--- config.mk ---
export PLATFORM = sky130hd
export DESIGN_NAME = kg_seq_2x2
export DESIGN_NICKNAME = d
export VERILOG_FILES = /design/src/rtl/kg_seq_2x2.sv
export SDC_FILE = /design/constraint.sdc
export NUM_CORES = 2
export LEC_CHECK = 0
export BUFFER_PORTS_ARGS = -buffer_cell sky130_fd_sc_hd__buf_2
export CAP_MARGIN = 20
export CORE_MARGIN = 2
export CORE_UTILIZATION = 45
export CTS_CLUSTER_SIZE = 12
export DETAILED_ROUTE_END_ITERATION = 8
export SETUP_SLACK_MARGIN = 0.2
export SYNTH_ARGS = -nofsm -noshare
export SYNTH_HDL_FRONTEND = slang
export SYNTH_SLANG_ARGS = --single-unit
--- constraint.sdc ---
create_clock -name clk -period 28.7 [get_ports clk]
set_clock_uncertainty 0.2 [all_clocks]
set_input_delay 5.74 -clock clk [delete_from_list [all_inputs] [get_ports clk]]
set_output_delay 5.74 -clock clk [all_outputs]
set_load 0.01 [all_outputs]
--- src/rtl/kg_seq_2x2.sv ---
// kg_seq_2x2: sequential 2x2 Kalman gain K = P*H' * inv(H*P*H' + R).
// Define KG_SATURATE_EN for saturating rescales; overflow then sets err_singular.

module kg_seq_2x2 #(
  parameter int N     = 20,
  parameter int FRAC  = 10,
  parameter int ROUND = 1
) (
  input  logic                clk,
  input  logic                rst,
  input  logic                start,
  input  logic signed [N-1:0] p00,
  input  logic signed [N-1:0] p01,
  input  logic signed [N-1:0] p10,
  input  logic signed [N-1:0] p11,
  input  logic signed [N-1:0] h00,
  input  logic signed [N-1:0] h01,
  input  logic signed [N-1:0] h10,
  input  logic signed [N-1:0] h11,
  input  logic signed [N-1:0] r00,
  input  logic signed [N-1:0] r01,
  input  logic signed [N-1:0] r10,
  input  logic signed [N-1:0] r11,
  output logic                busy,
  output logic                done,
  output logic                err_singular,
  output logic signed [N-1:0] K00,
  output logic signed [N-1:0] K01,
  output logic signed [N-1:0] K10,
  output logic signed [N-1:0] K11
);

  localparam int AW = 2*N+1;
  localparam int DW = N+FRAC;
  localparam int CW = $clog2(DW+1);
  localparam logic signed [AW:0] ONE = (AW+1)'(1);
  localparam logic signed [AW:0] HALF =
    (ROUND != 0) ? (ONE <<< (FRAC-1)) : '0;
`ifdef KG_SATURATE_EN
  localparam logic signed [AW:0] SMAX = (ONE <<< (N-1)) - ONE;
  localparam logic signed [AW:0] SMIN = -SMAX - ONE;
`endif

  typedef enum logic [2:0] {
    S_IDLE, S_PHT, S_HS, S_DET,
    S_DIV, S_KADJ, S_KSCL, S_DONE
  } st_t;

  st_t st_q, st_d;
  logic [CW-1:0] cnt;

  logic signed [N-1:0] p [4];
  logic signed [N-1:0] h [4];
  logic signed [N-1:0] r [4];
  logic signed [N-1:0] a [4];
  logic signed [N-1:0] s [4];
  logic signed [N-1:0] b [4];
  logic signed [N-1:0] kq [4];

  logic signed [AW-1:0] acc, det;
  logic [AW-1:0] dmag, rem, mag;
  logic [DW-1:0] q;
  logic qhi, dneg, ovf;

  logic [1:0] e;
  logic t, sub, ge;
  logic signed [N-1:0] x, y, recip;
  logic signed [2*N-1:0] prod;
  logic signed [AW-1:0] base, sum, radd, tot;
  logic [N:0] rs_o, rc_o;
  logic signed [AW:0] qs;
  logic [AW:0] rsh, rdif;

  // returns {overflow, value}
  function automatic logic [N:0] fit(input logic signed [AW:0] v);
`ifdef KG_SATURATE_EN
    if (v > SMAX)
      fit = {1'b1, SMAX[N-1:0]};
    else if (v < SMIN)
      fit = {1'b1, SMIN[N-1:0]};
    else
      fit = {1'b0, v[N-1:0]};
`else
    fit = {1'b0, v[N-1:0]};
`endif
  endfunction

  function automatic logic [N:0] rescale(
    input logic signed [AW-1:0] v
  );
    logic signed [AW:0] w;
    w = (AW+1)'(v) + HALF;
    rescale = fit(w >>> FRAC);
  endfunction

  function automatic logic run(input st_t st);
    run = (st != S_IDLE) && (st != S_DONE);
  endfunction

  assign e = cnt[2:1];
  assign t = cnt[0];
  assign prod = x * y;
  assign done = (st_q == S_DONE);

  assign K00 = kq[0];
  assign K01 = kq[1];
  assign K10 = kq[2];
  assign K11 = kq[3];

  always_comb begin
    x   = '0;
    y   = '0;
    sub = 1'b0;
    unique case (st_q)
      S_PHT: begin
        x = p[{e[1], t}];
        y = h[{e[0], t}];
      end
      S_HS: begin
        x = h[{e[1], t}];
        y = a[{t, e[0]}];
      end
      S_DET: begin
        x   = t ? s[1] : s[0];
        y   = t ? s[2] : s[3];
        sub = t;
      end
      // adj(S) = [s11 -s01; -s10 s00]
      S_KADJ: begin
        x   = a[{e[1], t}];
        y   = s[{~e[0], ~t}];
        sub = t ^ e[0];
      end
      S_KSCL: begin
        x = b[cnt[1:0]];
        y = recip;
      end
      default: ;
    endcase
  end

  always_comb begin
    base = (st_q == S_KSCL || !t) ? '0 : acc;
    sum  = sub ? base - AW'(prod)
               : base + AW'(prod);
    radd = '0;
    if (st_q == S_HS)
      radd = AW'(r[e]) <<< FRAC;
    tot  = sum + radd;
    rs_o = rescale(tot);
    mag  = sum[AW-1] ? $unsigned(-sum)
                     : $unsigned(sum);
  end

  always_comb begin
    qs = (AW+1)'({qhi, q});
    if (dneg)
      qs = -qs;
    rc_o  = fit(qs);
    recip = rc_o[N-1:0];
    rsh   = {rem, 1'b0};
    rdif  = rsh - {1'b0, dmag};
    ge    = rsh >= {1'b0, dmag};
  end

  always_comb begin
    st_d = st_q;
    unique case (st_q)
      S_IDLE: if (start) st_d = S_PHT;
      S_PHT:  if (cnt == CW'(7)) st_d = S_HS;
      S_HS:   if (cnt == CW'(7)) st_d = S_DET;
      S_DET:  if (cnt == CW'(1)) st_d = S_DIV;
      S_DIV: begin
        if (det == '0)
          st_d = S_DONE;
        else if (cnt == CW'(DW-1))
          st_d = S_KADJ;
      end
      S_KADJ: if (cnt == CW'(7)) st_d = S_KSCL;
      S_KSCL: if (cnt == CW'(3)) st_d = S_DONE;
      S_DONE: st_d = start ? S_PHT : S_IDLE;
      default: st_d = S_IDLE;
    endcase
  end

  always_ff @(posedge clk or posedge rst) begin
    if (rst) begin
      st_q <= S_IDLE;
      cnt  <= '0;
      busy <= 1'b0;
    end else begin
      st_q <= st_d;
      if (st_d != st_q || st_q == S_IDLE)
        cnt <= '0;
      else
        cnt <= cnt + CW'(1);
      busy <= run(st_q) && run(st_d);
    end
  end

  always_ff @(posedge clk or posedge rst) begin
    if (rst) begin
      for (int i = 0; i < 4; i++) begin
        p[i]  <= '0;
        h[i]  <= '0;
        r[i]  <= '0;
        a[i]  <= '0;
        s[i]  <= '0;
        b[i]  <= '0;
        kq[i] <= '0;
      end
      acc          <= '0;
      det          <= '0;
      dmag         <= '0;
      rem          <= '0;
      q            <= '0;
      qhi          <= 1'b0;
      dneg         <= 1'b0;
      ovf          <= 1'b0;
      err_singular <= 1'b0;
    end else begin
      unique case (st_q)
        S_IDLE, S_DONE: begin
          if (start) begin
            p[0] <= p00; p[1] <= p01;
            p[2] <= p10; p[3] <= p11;
            h[0] <= h00; h[1] <= h01;
            h[2] <= h10; h[3] <= h11;
            r[0] <= r00; r[1] <= r01;
            r[2] <= r10; r[3] <= r11;
            ovf          <= 1'b0;
            err_singular <= 1'b0;
          end
        end
        S_PHT: begin
          if (t) begin
            a[e] <= rs_o[N-1:0];
            ovf  <= ovf | rs_o[N];
          end else begin
            acc <= sum;
          end
        end
        S_HS: begin
          if (t) begin
            s[e] <= rs_o[N-1:0];
            ovf  <= ovf | rs_o[N];
          end else begin
            acc <= sum;
          end
        end
        S_DET: begin
          if (t) begin
            det  <= sum;
            dneg <= sum[AW-1];
            dmag <= mag;
            // |det|==1 is the only case with quotient bit DW set
            qhi  <= (mag == AW'(1));
            rem  <= (mag == AW'(1)) ? '0 : AW'(1);
            q    <= '0;
          end else begin
            acc <= sum;
          end
        end
        S_DIV: begin
          if (det == '0) begin
            for (int i = 0; i < 4; i++)
              kq[i] <= '0;
            err_singular <= 1'b1;
          end else begin
            q   <= {q[DW-2:0], ge};
            rem <= ge ? rdif[AW-1:0] : rsh[AW-1:0];
          end
        end
        S_KADJ: begin
          if (t) begin
            b[e] <= rs_o[N-1:0];
            ovf  <= ovf | rs_o[N];
          end else begin
            acc <= sum;
          end
        end
        S_KSCL: begin
          b[cnt[1:0]] <= rs_o[N-1:0];
          if (cnt[1:0] == 2'd3) begin
            kq[0] <= b[0];
            kq[1] <= b[1];
            kq[2] <= b[2];
            kq[3] <= rs_o[N-1:0];
            err_singular <= ovf | rs_o[N] | rc_o[N];
          end
        end
        default: ;
      endcase
    end
  end

endmodule

; After elaboration in Yosys (flattened, before gate mapping)
; Index checks and enable logic that the tools add are counted.
[op_classes]
add_sub_neg = 8
n_eq_ne = 22
n_mux = 70
n_reduce_logical = 27
order_cmp = 8
n_shift = 0
bitwise_logic = 8
div = 0
mul = 1
[op_table]
columns = cell, n
row1 = 20-bit 2-to-1 mux, 23
row2 = 20-bit binary-select mux with 2-bit select, 8
row3 = 80-bit bitwise mux, 4
row4 = 80-bit one-hot mux with 2 select lines, 2
row5 = 41-bit 2-to-1 mux, 6
row6 = 80-bit 2-to-1 mux, 3
row7 = 20-bit one-hot mux with 5 select lines, 2
row8 = 41-bit one-hot mux with 2 select lines, 1
row9 = 20-bit demux with 2-bit select, 2
row10 = 42-bit by 41-bit >= comparator with 1-bit output, 1
row11 = 41-bit by 40-bit adder with 41-bit output, 1
row12 = "41-bit by 1-bit equality test with 1-bit output, second input constant", 1
row13 = 41-bit logical NOT, 1
row14 = 41-bit negator, 1
row15 = 41-bit by 40-bit subtractor with 41-bit output, 1
row16 = 41-bit subtractor, 1
row17 = 20-bit by 20-bit multiplier with 40-bit output, 1
row18 = 20-bit one-hot mux with 2 select lines, 1
row19 = "30-bit by 11-bit adder with 30-bit output, second input constant", 1
row20 = 30-bit adder, 1
row21 = 30-bit 2-to-1 mux, 1
row22 = 3-bit 2-to-1 mux, 8
row23 = 3-bit one-hot mux with 8 select lines, 1
row24 = 20-bit negator, 1
row25 = 33 further kinds, 71
[totals]
rom_bits = 0
regBits = 755
wordCells = 182
mem_bits_rw = 0
mem_count = 0
latchBits = 0
in_bits = 243

; Depth between registers and ports, before layout
[logic_depth]
depth_word = 15
ltp_mapped = 59
mapped_depth_nobuf = 53

; Least setup slack after synthesis
; OpenSTA, ideal clock, no wires.
[synth_timing]
path_type = reg-to-reg
startpoint = reg cnt[0]
endpoint = reg rem[0]
slack_ns = 14.684
stages_incl_launch_ff = 52
period_less_slack_ns = 14.016
t_arrival_ns = 13.688
path_buffers = 9
cell_sequence = dfrtp_1 buf_2 buf_1 buf_1 clkbuf_1 clkbuf_1 buf_1 mux2i_1 o22ai_1 a21oi_1 o21ai_1 clkbuf_1 nand2_1 fa_1 fa_1 inv_1 fa_1 fa_1 (+16 left out) xor2_1 ha_1 clkbuf_1 nand4_1 nor4_1 nand2_1 o21ai_0 o31ai_1 a211oi_2 nand4_1 nor4_4 nand3_2 nor2_1 mux2_1 or3_1 a222oi_1 and4_1 a21oi_1
[synth_via]
elab_chain_len = 15
[synth_rtl]
columns = item, line
row1 = "start, declared", 50  ; logic [CW-1:0] cnt;
row2 = "start signal, assigned", 196  ; cnt <= cnt + CW'(1);
row3 = 1-bit NOT (no line), -
row4 = 2-bit NOT with 3-bit output, 131  ; y = s[{~e[0], ~t}];
row5 = 20-bit binary-select mux with 2-bit select, 131
row6 = 20-bit 2-to-1 mux (implied by the code) (2 in series), 131
row7 = 20-bit one-hot mux with 5 select lines, 114  ; unique case (st_q)
row8 = 20-bit by 20-bit multiplier with 40-bit output, 102  ; assign prod = x * y;
row9 = 41-bit by 40-bit adder with 41-bit output or 41-bit by 40-bit subtractor with 41-bit output (tied branches), "145, 144"
row10 = 41-bit 2-to-1 mux, 144  ; sum = sub ? base - AW'(prod)
row11 = 41-bit negator, 151  ; mag = sum[AW-1] ? $unsigned(-sum)
row12 = 41-bit 2-to-1 mux, 151
row13 = 41-bit by 1-bit equality test with 1-bit output, 258  ; rem <= (mag == AW'(1)) ? '0 : AW'(1);
row14 = 1-bit 2-to-1 mux, 258
row15 = 41-bit 2-to-1 mux, 252  ; if (t) begin
row16 = 41-bit one-hot mux with 2 select lines, 222  ; unique case (st_q)
row17 = "end signal, assigned", 258
row18 = "end signal, assigned", 271  ; rem <= ge ? rdif[AW-1:0] : rsh[AW-1:0];
row19 = "end, declared", 61  ; logic [AW-1:0] dmag, rem, mag;
; Several ways; a longest one is shown, not always the timed one. The select of a mux whose other input is x is not followed.
; A chain may end at the register's enable or synchronous reset.

; Worst setup path in the final report
; Ends and elaborated chain as after synthesis.

==> impl_metrics.ini <==
[drt]
route.met3.wl_um = 12300
drt_drc_violations_left = 0
initialDrtViolationCount = 3685
vias = 44300
route.met2.wl_um = 82800
m1WireLength_um = 74900
route.detailed.wl_per_inst_um = 23.1
vias_per_cell = 5.75
postRouteWirelength_um = 178000
topRoutingLayerUsed = met5
drtPass1Iterations = 6
drt.antenna.violating_nets = 0

[timing]
finalSetupTns_ns = 0
final-hold-violation-count = 0
final_max_slew_viol_count = 0
max_clock_freq_mhz = 59.8
finalCritPeriodShare = 0.583
unrepaired_setup_endpoints_after_global_routing = false
worst_slew_margin_rel = 0.152
setup_viol = 0
worst-slew-pin-transition_ns = 1.27
final.min_clock_period_ns = 16.73

[worst_hold_path]
min_path_type = reg -> reg

[logic_synthesis]
synth.yosys.warnings = 0
post_synth_instance_area_mm2 = 0.0575
synth_nets = 6634
synth-seq-cells = 753
synth_seq_area_share = 0.328
syn_inst = 5754
synth-main-ff-cell = sky130_fd_sc_hd__dfrtp_1
synth_async_sr_flop_share = 1.00
synth-edff-count = 0
avgSynthCellArea_um2 = 10.0
synth_cell_type_count = 120

[clock_tree]
cts_sinks = 753
number_of_buffers_inserted_during_clock_tree_synthesis = 86
post_cts_resize_count = 0
cts_setup_buffers = 0
tritoncts = built
cts-hold-fix-buffers = 0
max_h_tree_level = 3
insertion_delay_ns = 0.73
cts.clk_slew.worst_paths_ns = 0.06
max-clock-path-buffers = 3
root_buffer = sky130_fd_sc_hd__clkbuf_16

[floorplanning]
boundaryPins = 326
die_height_um = 362
core_area_mm2 = 0.127
floorplan.initialDensity = 0.452
die_width_um = 362
fp_rows = 131
die_area_mm2 = 0.131

[setup_path]
timing.critical_path.slowest_stage_cell = sky130_fd_sc_hd__dfrtp_4
worst_setup_path_start_kind = register
critical_path_class = reg -> reg
most_used_cell_along_the_critical_path = sky130_fd_sc_hd__fa_1
endpoint_kind = register
cp.arrival_ns = 17.12
worst_path_largest_cell_delay_ns = 0.73
cp_data_required_time_ns = 29.09
worstPathMaxFanout = 111

[global_route]
largest_net_degree_at_the_start_of_global_routing = 167
gr-total-overflow = 0
grt_use_total = 0.273
wire_length_of_the_first_global_routing_pass_um = 274000
number_of_global_route_vias_before_repair = 44900
grt_antenna_before_repair = 20

[flow_run]
number_of_violations_of_the_max_capacitance_limit = 0

[cells_and_area]
layout-area-overhead-vs-synth_pct = 11.4
n_fill_cell = 11600
seq_area_mm2 = 0.0189
multi_input_comb_area_mm2 = 0.0355
nNetsFinal = 6845
drive_above_1_share = 0.196

[placement]
numPortBuffers = 325
post-dp-hpwl_um = 133000
place_congestion = 0.929

[status]
run_status = completed
## placed cells by master (no fill, tap or decap), types with 74 or more instances in the layout
| cell type | count |
|---|---|
| sky130_fd_sc_hd__clkbuf_16 | 86 |
| sky130_fd_sc_hd__fa_1 | 424 |
| sky130_fd_sc_hd__buf_4 | 130 |
| sky130_fd_sc_hd__o21ai_0 | 416 |
| sky130_fd_sc_hd__and3_1 | 86 |
| sky130_fd_sc_hd__nand2_1 | 790 |
| sky130_fd_sc_hd__nor3_1 | 99 |
| sky130_fd_sc_hd__buf_2 | 325 |
| sky130_fd_sc_hd__ha_1 | 213 |
| sky130_fd_sc_hd__a21oi_1 | 180 |
| sky130_fd_sc_hd__mux2_2 | 345 |
| sky130_fd_sc_hd__dfrtp_1 | 748 |
| sky130_fd_sc_hd__nor2_1 | 224 |
| sky130_fd_sc_hd__inv_1 | 553 |
| sky130_fd_sc_hd__xnor2_1 | 135 |
| sky130_fd_sc_hd__mux2i_1 | 84 |
| sky130_fd_sc_hd__xor2_1 | 74 |
| sky130_fd_sc_hd__mux4_2 | 134 |
| sky130_fd_sc_hd__and2_1 | 85 |
| sky130_fd_sc_hd__a22o_1 | 88 |
## Yosys cell counts (all sizes together) (30+ instances only)
| library cell | instances | share of area |
|---|---|---|
| a21o | 41 | 0.0054 |
| a21oi | 182 | 0.016 |
| a221oi | 39 | 0.0059 |
| a22o | 88 | 0.013 |
| a31oi | 37 | 0.0041 |
| and2 | 89 | 0.0098 |
| and3 | 88 | 0.0096 |
| buf | 31 | 0.0027 |
| clkbuf | 306 | 0.020 |
| dfrtp | 753 | 0.33 |
| fa | 424 | 0.15 |
| ha | 213 | 0.046 |
| inv | 555 | 0.036 |
| mux2 | 346 | 0.068 |
| mux2i | 84 | 0.015 |
| mux4 | 134 | 0.052 |
| nand2 | 791 | 0.052 |
| nand2b | 40 | 0.0044 |
| nand3 | 74 | 0.0066 |
| nor2 | 229 | 0.015 |
| nor2b | 44 | 0.0048 |
| nor3 | 102 | 0.0093 |
| o21ai | 441 | 0.038 |
| or3 | 30 | 0.0034 |
| xnor2 | 138 | 0.021 |
| xor2 | 75 | 0.012 |
## final timing paths
check,from,end,slack (ns),cells after the start
max in group asynchronous,rst,K10[17]$_DFFE_PP0P_,20.94,4
min in group asynchronous,rst,r[16]$_DFFE_PP0P_,4.95,2
worst max register to register,cnt[0]$_DFF_PP0_,rem[0]$_DFFE_PP0P_,11.97,45
worst max-delay path,cnt[0]$_DFF_PP0_,rem[0]$_DFFE_PP0P_,11.97,45
worst min-delay path,b[14]$_DFFE_PP0P_,b[14]$_DFFE_PP0P_,0.27,2
worst min register to register,b[14]$_DFFE_PP0P_,b[14]$_DFFE_PP0P_,0.27,2
## registers in the layout, summed over array words and instances (netlist names), 3 cells and up
name	flops
K10	20
st_q	3
s	80
det	41
r	80
q	20
rem	41
K00	20
b	80
cnt	5
K01	20
h	80
K11	20
acc	41
dmag	40
p	80
a	80
## logic make-up after synthesis
kind of cell,synth area share
buf+inv,0.0594
compound gates,0.119
simple gates,0.133
mux,0.135
xor+xnor,0.0328
fa+ha+maj,0.194
flops,0.328
## cell type report
cell class,count,share of cell area
Timing Repair Buffer,460,0.0422
Inverter,556,0.0328
Sequential cell,753,0.294
Clock buffer,123,0.0390
Antenna cell,17,0.000664
Multi-Input combinational cell,4108,0.553
Tap cell,1662,0.0324
Clock inverter,25,0.00556
## worst max-delay path: cells and delay by family (launching register included)
family	cells	cell delay (ns)
compound gates	13	4.28
xor+xnor	2	0.52
fa+ha+maj	9	4.29
buf+inv	9	2.90
flops	1	0.73
mux	1	0.60
simple gates	11	2.83
## metal layers
| layer | vias to the layer above | GRT usage |
|---|---|---|
| met5 | - | 0 |
| met4 | 8 | 0.111 |
| met3 | 337 | 0.0524 |
| met2 | 1484 | 0.436 |
| met1 | 22300 | 0.365 |
| li1 | 20200 | - |
## through the flow
stage	cell area (µm²)	setup slack [ns]	util	hold slack, ns	cells
after global routing	64100	10.96	0.504	0.284	7696
final	64100	11.97	0.504	0.270	7704
after detailed placement	61200	12.15	0.481	0.261	7538
after floorplan	57500	1.63	-	0.234	5754
after CTS	64000	12.14	0.504	0.274	7686
after global placement	61200	12.56	0.481	0.249	7538
Power is left out: the tool's default activity adds up to more than one toggle a clock period on the data nets, which glitch-free logic cannot reach.
